`src/rtl/vga_timing_gen_if.sv`:
```
// Raster timing bundle produced by vga_timing_gen: position counters, display
// qualifier, sync pins and the pixel/frame strobes.
interface vga_timing_gen_if;
  logic [9:0] CounterX;
  logic [9:0] CounterY;
  logic       inDisplayArea;
  logic       vga_h_sync;
  logic       vga_v_sync;
  logic       PixelTick;
  logic       FrameTick;

  modport master (
    output CounterX, CounterY, inDisplayArea, vga_h_sync, vga_v_sync,
           PixelTick, FrameTick
  );

  modport slave (
    input  CounterX, CounterY, inDisplayArea, vga_h_sync, vga_v_sync,
           PixelTick, FrameTick
  );
endinterface

```
`src/rtl/vga_timing_gen.sv`:
```
// VGA raster timing generator: free-running pixel divider, X/Y counters and
// registered sync/qualifier/strobe outputs aligned with the counters.
module vga_timing_gen #(
  parameter int unsigned CLK_DIV     = 2,
  parameter int unsigned H_ACTIVE    = 640,
  parameter int unsigned H_FP        = 16,
  parameter int unsigned H_SYNC      = 96,
  parameter int unsigned H_BP        = 48,
  parameter int unsigned V_ACTIVE    = 480,
  parameter int unsigned V_FP        = 10,
  parameter int unsigned V_SYNC      = 2,
  parameter int unsigned V_BP        = 33,
  parameter bit          SYNC_ACTIVE = 1'b0
) (
  input  logic              Clk,
  input  logic              Reset,
  vga_timing_gen_if.master  vga
);

  localparam logic [9:0] X_LAST  = 10'(H_ACTIVE + H_FP + H_SYNC + H_BP - 1);
  localparam logic [9:0] Y_LAST  = 10'(V_ACTIVE + V_FP + V_SYNC + V_BP - 1);
  localparam logic [9:0] X_ACT   = 10'(H_ACTIVE);
  localparam logic [9:0] Y_ACT   = 10'(V_ACTIVE);
  localparam logic [9:0] HS_BEG  = 10'(H_ACTIVE + H_FP);
  localparam logic [9:0] HS_END  = 10'(H_ACTIVE + H_FP + H_SYNC);
  localparam logic [9:0] VS_BEG  = 10'(V_ACTIVE + V_FP);
  localparam logic [9:0] VS_END  = 10'(V_ACTIVE + V_FP + V_SYNC);
  localparam logic [2:0] DIV_LAST = 3'(CLK_DIV - 1);

  logic       r_run;
  logic [2:0] r_div;
  logic [9:0] r_x;
  logic [9:0] r_y;
  logic       r_in;
  logic       r_hs;
  logic       r_vs;
  logic       r_pt;
  logic       r_ft;

  logic       w_step;
  logic [2:0] w_div_nxt;
  logic [9:0] w_x_nxt;
  logic [9:0] w_y_nxt;

  // r_run holds the divider at 0 for the first cycle after reset so that
  // position (0,0) is presented with the qualifier already valid.
  assign w_step = r_run && (r_div == DIV_LAST);

  always_comb begin
    w_div_nxt = r_div;
    w_x_nxt   = r_x;
    w_y_nxt   = r_y;
    if (r_run) begin
      w_div_nxt = (r_div == DIV_LAST) ? 3'd0 : r_div + 3'd1;
    end
    if (w_step) begin
      if (r_x == X_LAST) begin
        w_x_nxt = 10'd0;
        w_y_nxt = (r_y == Y_LAST) ? 10'd0 : r_y + 10'd1;
      end else begin
        w_x_nxt = r_x + 10'd1;
      end
    end
  end

  // Derived outputs come from the next position so they switch with the counters.
  always_ff @(posedge Clk) begin
    if (Reset) begin
      r_run <= 1'b0;
      r_div <= 3'd0;
      r_x   <= 10'd0;
      r_y   <= 10'd0;
      r_in  <= 1'b0;
      r_hs  <= ~SYNC_ACTIVE;
      r_vs  <= ~SYNC_ACTIVE;
      r_pt  <= 1'b0;
      r_ft  <= 1'b0;
    end else begin
      r_run <= 1'b1;
      r_div <= w_div_nxt;
      r_x   <= w_x_nxt;
      r_y   <= w_y_nxt;
      r_in  <= (w_x_nxt < X_ACT) && (w_y_nxt < Y_ACT);
      r_hs  <= ((w_x_nxt >= HS_BEG) && (w_x_nxt < HS_END)) ? SYNC_ACTIVE : ~SYNC_ACTIVE;
      r_vs  <= ((w_y_nxt >= VS_BEG) && (w_y_nxt < VS_END)) ? SYNC_ACTIVE : ~SYNC_ACTIVE;
      r_pt  <= (w_div_nxt == DIV_LAST);
      r_ft  <= w_step && (w_x_nxt == 10'd0) && (w_y_nxt == Y_ACT);
    end
  end

  assign vga.CounterX      = r_x;
  assign vga.CounterY      = r_y;
  assign vga.inDisplayArea = r_in;
  assign vga.vga_h_sync    = r_hs;
  assign vga.vga_v_sync    = r_vs;
  assign vga.PixelTick     = r_pt;
  assign vga.FrameTick     = r_ft;

endmodule

```
`src/flat_wrapper.sv`:
```
// flat-port wrapper written by rule: the top's interface ports become plain ports
module vga_timing_gen_flat 
#(
  parameter int unsigned CLK_DIV     = 2,
  parameter int unsigned H_ACTIVE    = 640,
  parameter int unsigned H_FP        = 16,
  parameter int unsigned H_SYNC      = 96,
  parameter int unsigned H_BP        = 48,
  parameter int unsigned V_ACTIVE    = 480,
  parameter int unsigned V_FP        = 10,
  parameter int unsigned V_SYNC      = 2,
  parameter int unsigned V_BP        = 33,
  parameter bit          SYNC_ACTIVE = 1'b0
)
  (Clk, Reset, vga_CounterX, vga_CounterY, vga_inDisplayArea, vga_vga_h_sync, vga_vga_v_sync, vga_PixelTick, vga_FrameTick);
  vga_timing_gen_if vga_i ();
  input  logic Clk;
  input  logic Reset;
  output wire logic [$bits(vga_i.CounterX)-1:0] vga_CounterX;
  output wire logic [$bits(vga_i.CounterY)-1:0] vga_CounterY;
  output wire logic [$bits(vga_i.inDisplayArea)-1:0] vga_inDisplayArea;
  output wire logic [$bits(vga_i.vga_h_sync)-1:0] vga_vga_h_sync;
  output wire logic [$bits(vga_i.vga_v_sync)-1:0] vga_vga_v_sync;
  output wire logic [$bits(vga_i.PixelTick)-1:0] vga_PixelTick;
  output wire logic [$bits(vga_i.FrameTick)-1:0] vga_FrameTick;
  assign vga_CounterX = vga_i.CounterX;
  assign vga_CounterY = vga_i.CounterY;
  assign vga_inDisplayArea = vga_i.inDisplayArea;
  assign vga_vga_h_sync = vga_i.vga_h_sync;
  assign vga_vga_v_sync = vga_i.vga_v_sync;
  assign vga_PixelTick = vga_i.PixelTick;
  assign vga_FrameTick = vga_i.FrameTick;
  vga_timing_gen #(.CLK_DIV(CLK_DIV), .H_ACTIVE(H_ACTIVE), .H_FP(H_FP), .H_SYNC(H_SYNC), .H_BP(H_BP), .V_ACTIVE(V_ACTIVE), .V_FP(V_FP), .V_SYNC(V_SYNC), .V_BP(V_BP), .SYNC_ACTIVE(SYNC_ACTIVE)) u_core (.Clk(Clk), .Reset(Reset), .vga(vga_i));
endmodule
```
`config.mk`:
```
export PLATFORM = sky130hd
export DESIGN_NAME = vga_timing_gen_flat
export DESIGN_NICKNAME = d
export VERILOG_FILES = /design/src/rtl/vga_timing_gen_if.sv /design/src/rtl/vga_timing_gen.sv /design/src/flat_wrapper.sv
export SDC_FILE = /design/constraint.sdc
export NUM_CORES = 1
export LEC_CHECK = 0
export ABC_AREA = 0
export CAP_MARGIN = 0
export CORE_MARGIN = 4
export CORE_UTILIZATION = 47
export DETAILED_ROUTE_END_ITERATION = 16
export GPL_ROUTABILITY_DRIVEN = 0
export PLACE_DENSITY = 0.75
export REMOVE_ABC_BUFFERS = 1
export SYNTH_ARGS = -nofsm -noshare
export SYNTH_HDL_FRONTEND = slang
export SYNTH_SLANG_ARGS = --single-unit
```
`constraint.sdc`:
```
create_clock -name Clk -period 2.6 [get_ports Clk]
set_input_delay 0.39 -clock Clk [delete_from_list [all_inputs] [get_ports Clk]]
set_output_delay 0.39 -clock Clk [all_outputs]
set_load 0.02 [all_outputs]
```
== After elaboration in Yosys (flattened, before gate mapping) ==
Cells that the tools add are included.

* Flip-flop bits (word level): 29
* Input port bits: 2

* Magnitude comparators: 6
* Equality and inequality tests: 5
* Mux-type cells: 10
* $add $sub $neg: 3
* Reductions and logical operators: 7

{| class="wikitable"
|+ Operators with widths
! kind !! number
|-
| $mux W10 || 5
|-
| $add A10 B1 Y10 const B || 2
|-
| $eq A10 B10 Y1 const B || 2
|-
| $lt A10 B10 Y1 const B || 2
|-
| $lt A10 B9 Y1 const B || 2
|-
| $eq A10 B9 Y1 const B || 1
|-
| $ge A10 B10 Y1 const B || 1
|-
| $ge A10 B9 Y1 const B || 1
|-
| $logic_not A10 Y1 || 1
|-
| $eq A3 B1 Y1 const B || 2
|-
| $logic_and A1 B1 Y1 || 6
|-
| $mux W3 || 2
|-
| $add A3 B1 Y3 const B || 1
|-
| $mux W1 || 3
|}

== Longest topological paths before layout ==
* Depth in word-level cells: 7
* Gate-level depth with buffers: 8
* Gate-level depth less buffers: 7

== Worst setup path before layout ==
No wires, ideal clock.

* Path kind: reg-to-reg
* Start: reg u_core.r_x[9], in the netlist u_core.vga.CounterX[9]
* End: reg u_core.r_ft, in the netlist u_core.vga.FrameTick
* Cell stages (with the launch flop): 8
* Data arrival time: 2.669 ns
* Setup slack: -0.130 ns
* Library setup time: 0.061 ns
* Cell sequence: dfxtp_1 > or3b_4 > or4_4 > buf_6 > or4_4 > a221o_1 > a21oi_2 > and4_1

* Cells in the longest elaborated chain, start to end: 6

{| class="wikitable"
|+ Ends and longest elaborated chain
! element !! RTL line !! source
|-
| from (decl) || vga_timing_gen.sv:32 || <nowiki>logic [9:0] r_x;</nowiki>
|-
| from (signal assigned) || vga_timing_gen.sv:81 || <nowiki>r_x <= w_x_nxt;</nowiki>
|-
| $add A10 B1 Y10 / $eq A10 B10 Y1 (equally long branches) || vga_timing_gen.sv:61, vga_timing_gen.sv:57 ||
|-
| $mux W10 || vga_timing_gen.sv:57 || <nowiki>if (r_x == X_LAST) begin</nowiki>
|-
| $mux W10 || vga_timing_gen.sv:56 || <nowiki>if (w_step) begin</nowiki>
|-
| $logic_not A10 Y1 || vga_timing_gen.sv:87 || <nowiki>r_ft <= w_step && (w_x_nxt == 10'd0) && (w_y_nxt == Y_ACT);</nowiki>
|-
| $logic_and A1 B1 Y1 || vga_timing_gen.sv:87 ||
|-
| $logic_and A1 B1 Y1 (*) || vga_timing_gen.sv:87 ||
|-
| to (signal assigned) || vga_timing_gen.sv:87 ||
|-
| to (decl) || vga_timing_gen.sv:38 || <nowiki>logic r_ft;</nowiki>
|}

Mark *: on every way between the ends. The rest lies on a longest branch, timed or not.
A chain may end at the register's enable or synchronous reset.

== Worst setup path in the final report ==
* Start: reg u_core.r_x[0], in the netlist u_core.vga.CounterX[0]
* End: reg u_core.r_ft, in the netlist u_core.vga.FrameTick

Same word-level chain as after synthesis.

==> summary.txt <==
STA
  – Clock skew: around 7.6 ps
  – Hold WS: 503 ps
  – Worst Slack Setup Final: about 110 ps
  – Total negative slack: 0 ps
  – Slew Limit Fails: 0
  – Final critical-path required period: 2490 ps
  – Slew HR: between 70% and 80%
  – Max Clk Rate: 402 MHz
  – Worst Tran Pin Value: between 300 and 400 ps
  – RSZ-0062 raised after global routing: no
  – Setup-failing EPs final: 0
  – Final hold violations: 0
  – Fin crit share: 95.7%

Clock tree
  – Clock buffer count from CTS: 5
  – CTS tree: yes
  – CTS hold repair buffers: 0
  – CTS sink cnt: 29
  – Clock Latency Late Sink: 330 ps
  – Clock-pin slew on the worst setup and hold paths: around 90 ps
  – CTS root buf: clkbuf_4
  – Max clock buf depth: 2
  – CTS H-tree lvls: 2
  – Setup bufs post-CTS: 0

Global routing
  – Initial antenna violation count: 0
  – Overflow after GRT: 0
  – First-pass GRT wire length: 6840 um
  – GRT Resource Usage Total: 21.0%
  – Vias in the first global route: 1,547
  – Largest net degree at the start of global routing: 25

Cells and area
  – Fin area: 1990 sq um
  – # diodes: 0
  – Layout cells sized above 1: around 15%
  – P&R area growth vs syn: 31.2%
  – Post-layout utilization of the core: 64.7%
  – Fill count: 281
  – Area of the multi-input gates: 880 sq um
  – FF+latch area: 583 sq um
  – Post-route insts no fill: 273
  – Layout Nets: 233

Min path
  – Min-Delay Path Class: flip-flop to flip-flop
  – Hold EP: u_core.vga.CounterX[0]$_SDFF_PP0_
  – Hold Path Depth: 2
  – Hold Crit Start: u_core.vga.CounterX[0]$_SDFF_PP0_

Logic synthesis
  – EDFF count, synth: 0
  – Yosys reg bits: 29
  – Post-synthesis async set-or-reset flop share: 0%
  – Count of different cell masters after synthesis: 48
  – Avg Inst Size Synth: 8.07 sq um
  – Syn Std Cell Area: 1520 sq um
  – Post-Synthesis Cells: approximately 190
  – Synth Flop Type: dfxtp_1
  – Synth warn: 0
  – Post-synthesis sequential area ratio: between 30% and 40%

Route
  – Wire length per cell: 14.2 um
  – Routed Antenna Nets: 0
  – Vias: between 1,500 and 2,000
  – First drt pass iteration count: 5
  – Total detailed-routing wirelength: 3870 um
  – Number of DRC markers in iteration 0: 62
  – Drt drc: 0
  – Routed vias/inst: 5.66

Critical path
  – Crit path DAT: 2770 ps
  – Crit Path Class: flip-flop to flip-flop
  – Worst-path fanout max: 6
  – Required time worst endpoint: approximately 2900 ps
  – CP endpoint kind: flip-flop
  – CP most frequent cell: or4_4
  – Worst Setup Start Kind: flip-flop
  – Worst path bufs/invs: 0
  – FF-to-FF End: u_core.vga.FrameTick$_SDFF_PP0_
  – CP peak stage delay: 570 ps
  – Highest-delay cell along the critical path: or4_4
  – Crit path cell chain: ha_2, nand4_1, or4_4, or4_4, a221o_1, a21oi_2, and4_1
  – Reg2reg start: u_core.vga.CounterX[0]$_SDFF_PP0_
  – R2R depth: 7
  – Cell family with most CP delay: simple AND/OR/NAND/NOR gates
  – Reg2reg setup slack: between 100 and 150 ps

Run status
  – Run status: completed

Die
  – Site Rows: 20
  – Core box area: 3080 sq um
  – Num ports: 27
  – Initial Util: 49.3%
  – Die height: 64.8 um
  – Die area: 4200 sq um
  – Die Width: 64.8 um

Placed design
  – DP Area: 1910 sq um
  – Port bufs: 26
  – Setup WS pre-CTS: 58.4 ps
  – DP HPWL: roughly 2900 um
  – Placed Cells: 265

Power and ir drop
  – Tot Pwr: 0.817 mW
  – Peak supply drop: between 0.0002 and 0.0003 V
  – Leak Pwr: 0.726 nW
  – Cell Pwr Density: 411 nW/um^2

Job
  – Max_cap viols: 0
## timing repair
item | in CTS | in global routing
endpoints found under the setup margin | 0 | 2
endpoints found under the hold margin | 0 | 0
resized for setup | 0 | 4
## state kept, by name (all words and copies together) (netlist names)
name                      count
u_core.vga.CounterX          10
u_core.vga.CounterY          10
u_core.r_div                  3
u_core.r_run                  1
u_core.vga.FrameTick          1
u_core.vga.PixelTick          1
u_core.vga.inDisplayArea      1
u_core.vga.vga_h_sync         1
u_core.vga.vga_v_sync         1
## layer usage
layer / vias to the layer above / track usage (%) / part of all wire (%)
met1: 696 / 23.5 / 43
met3: 8 / 6.41 / 6.1
met5: - / 0 / 0
li1: 770 / - / -
met4: 0 / 11.3 / 2.2
met2: 72 / 35.4 / 49
## worst max-delay path by stage
stage | end | depth (start not counted) | slack [ps] | from
after global routing | u_core.vga.FrameTick$_SDFF_PP0_ | 7 | 3 | u_core.vga.CounterX[0]$_SDFF_PP0_
after CTS | u_core.vga.FrameTick$_SDFF_PP0_ | 6 | 50 | u_core.vga.CounterX[7]$_SDFF_PP0_
after floorplan | u_core.vga.FrameTick$_SDFF_PP0_ | 6 | -70 | u_core.vga.CounterX[9]$_SDFF_PP0_
after detailed placement | u_core.vga.FrameTick$_SDFF_PP0_ | 6 | 60 | u_core.vga.CounterX[7]$_SDFF_PP0_
after global placement | u_core.vga.FrameTick$_SDFF_PP0_ | 6 | 120 | u_core.vga.CounterX[7]$_SDFF_PP0_
final | u_core.vga.FrameTick$_SDFF_PP0_ | 7 | 110 | u_core.vga.CounterX[0]$_SDFF_PP0_
## Yosys cell counts (all sizes together), types with 2 or more instances
library cell  instances  area share [%]
nor4b                 2             1.2
nor2                 20             4.9
o31ai                 3             1.5
a31oi                 2            0.82
or3                   6             2.6
or4                   5             3.0
xnor2                 4             2.3
ha                    3             2.5
clkbuf                8             2.0
dfxtp                29              38
and4                  3             1.7
nor3                  8             2.6
nand4                 5             2.1
nor4                  4             1.6
nand3                 5             1.6
inv                   6             1.5
and3b                 2             1.2
nand2                21             5.2
o211a                 2             1.3
o21ai                10             3.3
a21oi                15             5.2
xor2                  3             1.7
## worst reg2reg max path, stage by stage (launching register included)
cell	delay [ps]
dfxtp_2	370
ha_2	200
nand4_1	120
or4_4	570
or4_4	530
a221o_1	350
a21oi_2	130
and4_1	180
## final cells by class
type | count | area share [%]
Timing Repair Buffer | 42 | 19.1
Sequential cell | 29 | 29.3
Multi-Input combinational cell | 144 | 44.2
Inverter | 6 | 1.13
Clock inverter | 1 | 0.251
Tap cell | 44 | 2.77
Clock buffer | 7 | 3.27
## cells in the final DEF (no fill, tap or decap), types with 6 or more instances in the layout
| cell type | count |
|---|---|
| dfxtp_1 | 27 |
| clkdlybuf4s50_1 | 26 |
| nand2_1 | 21 |
| nor2_1 | 20 |
| buf_4 | 16 |
| a21oi_1 | 14 |
| o21ai_0 | 10 |
| nor3_1 | 8 |
| inv_1 | 6 |
## power by group
| group | internal (mW) | switching, mW | total [mW] |
|---|---|---|---|
| Combinational | 0.0211 | 0.0272 | 0.0483 |
| Clock | 0.156 | 0.155 | 0.312 |
| Sequential | 0.451 | 0.00655 | 0.457 |
## cell families (layout without fill, tap and decap cells)
| group | Yosys count | after routing | share of synthesized area, % |
|---|---|---|---|
| AO/OA/AOI/OAI | 42 | 42 | 17.5 |
| AND/OR/NAND/NOR | 92 | 92 | 33.6 |
| buffers and inverters | 15 | 56 | 4.20 |
| flip-flops | 29 | 29 | 38.3 |
| adder cells (fa/ha/maj) | 3 | 3 | 2.47 |
| XOR/XNOR | 7 | 7 | 4.04 |
Power figures use the tool's default switching activity.
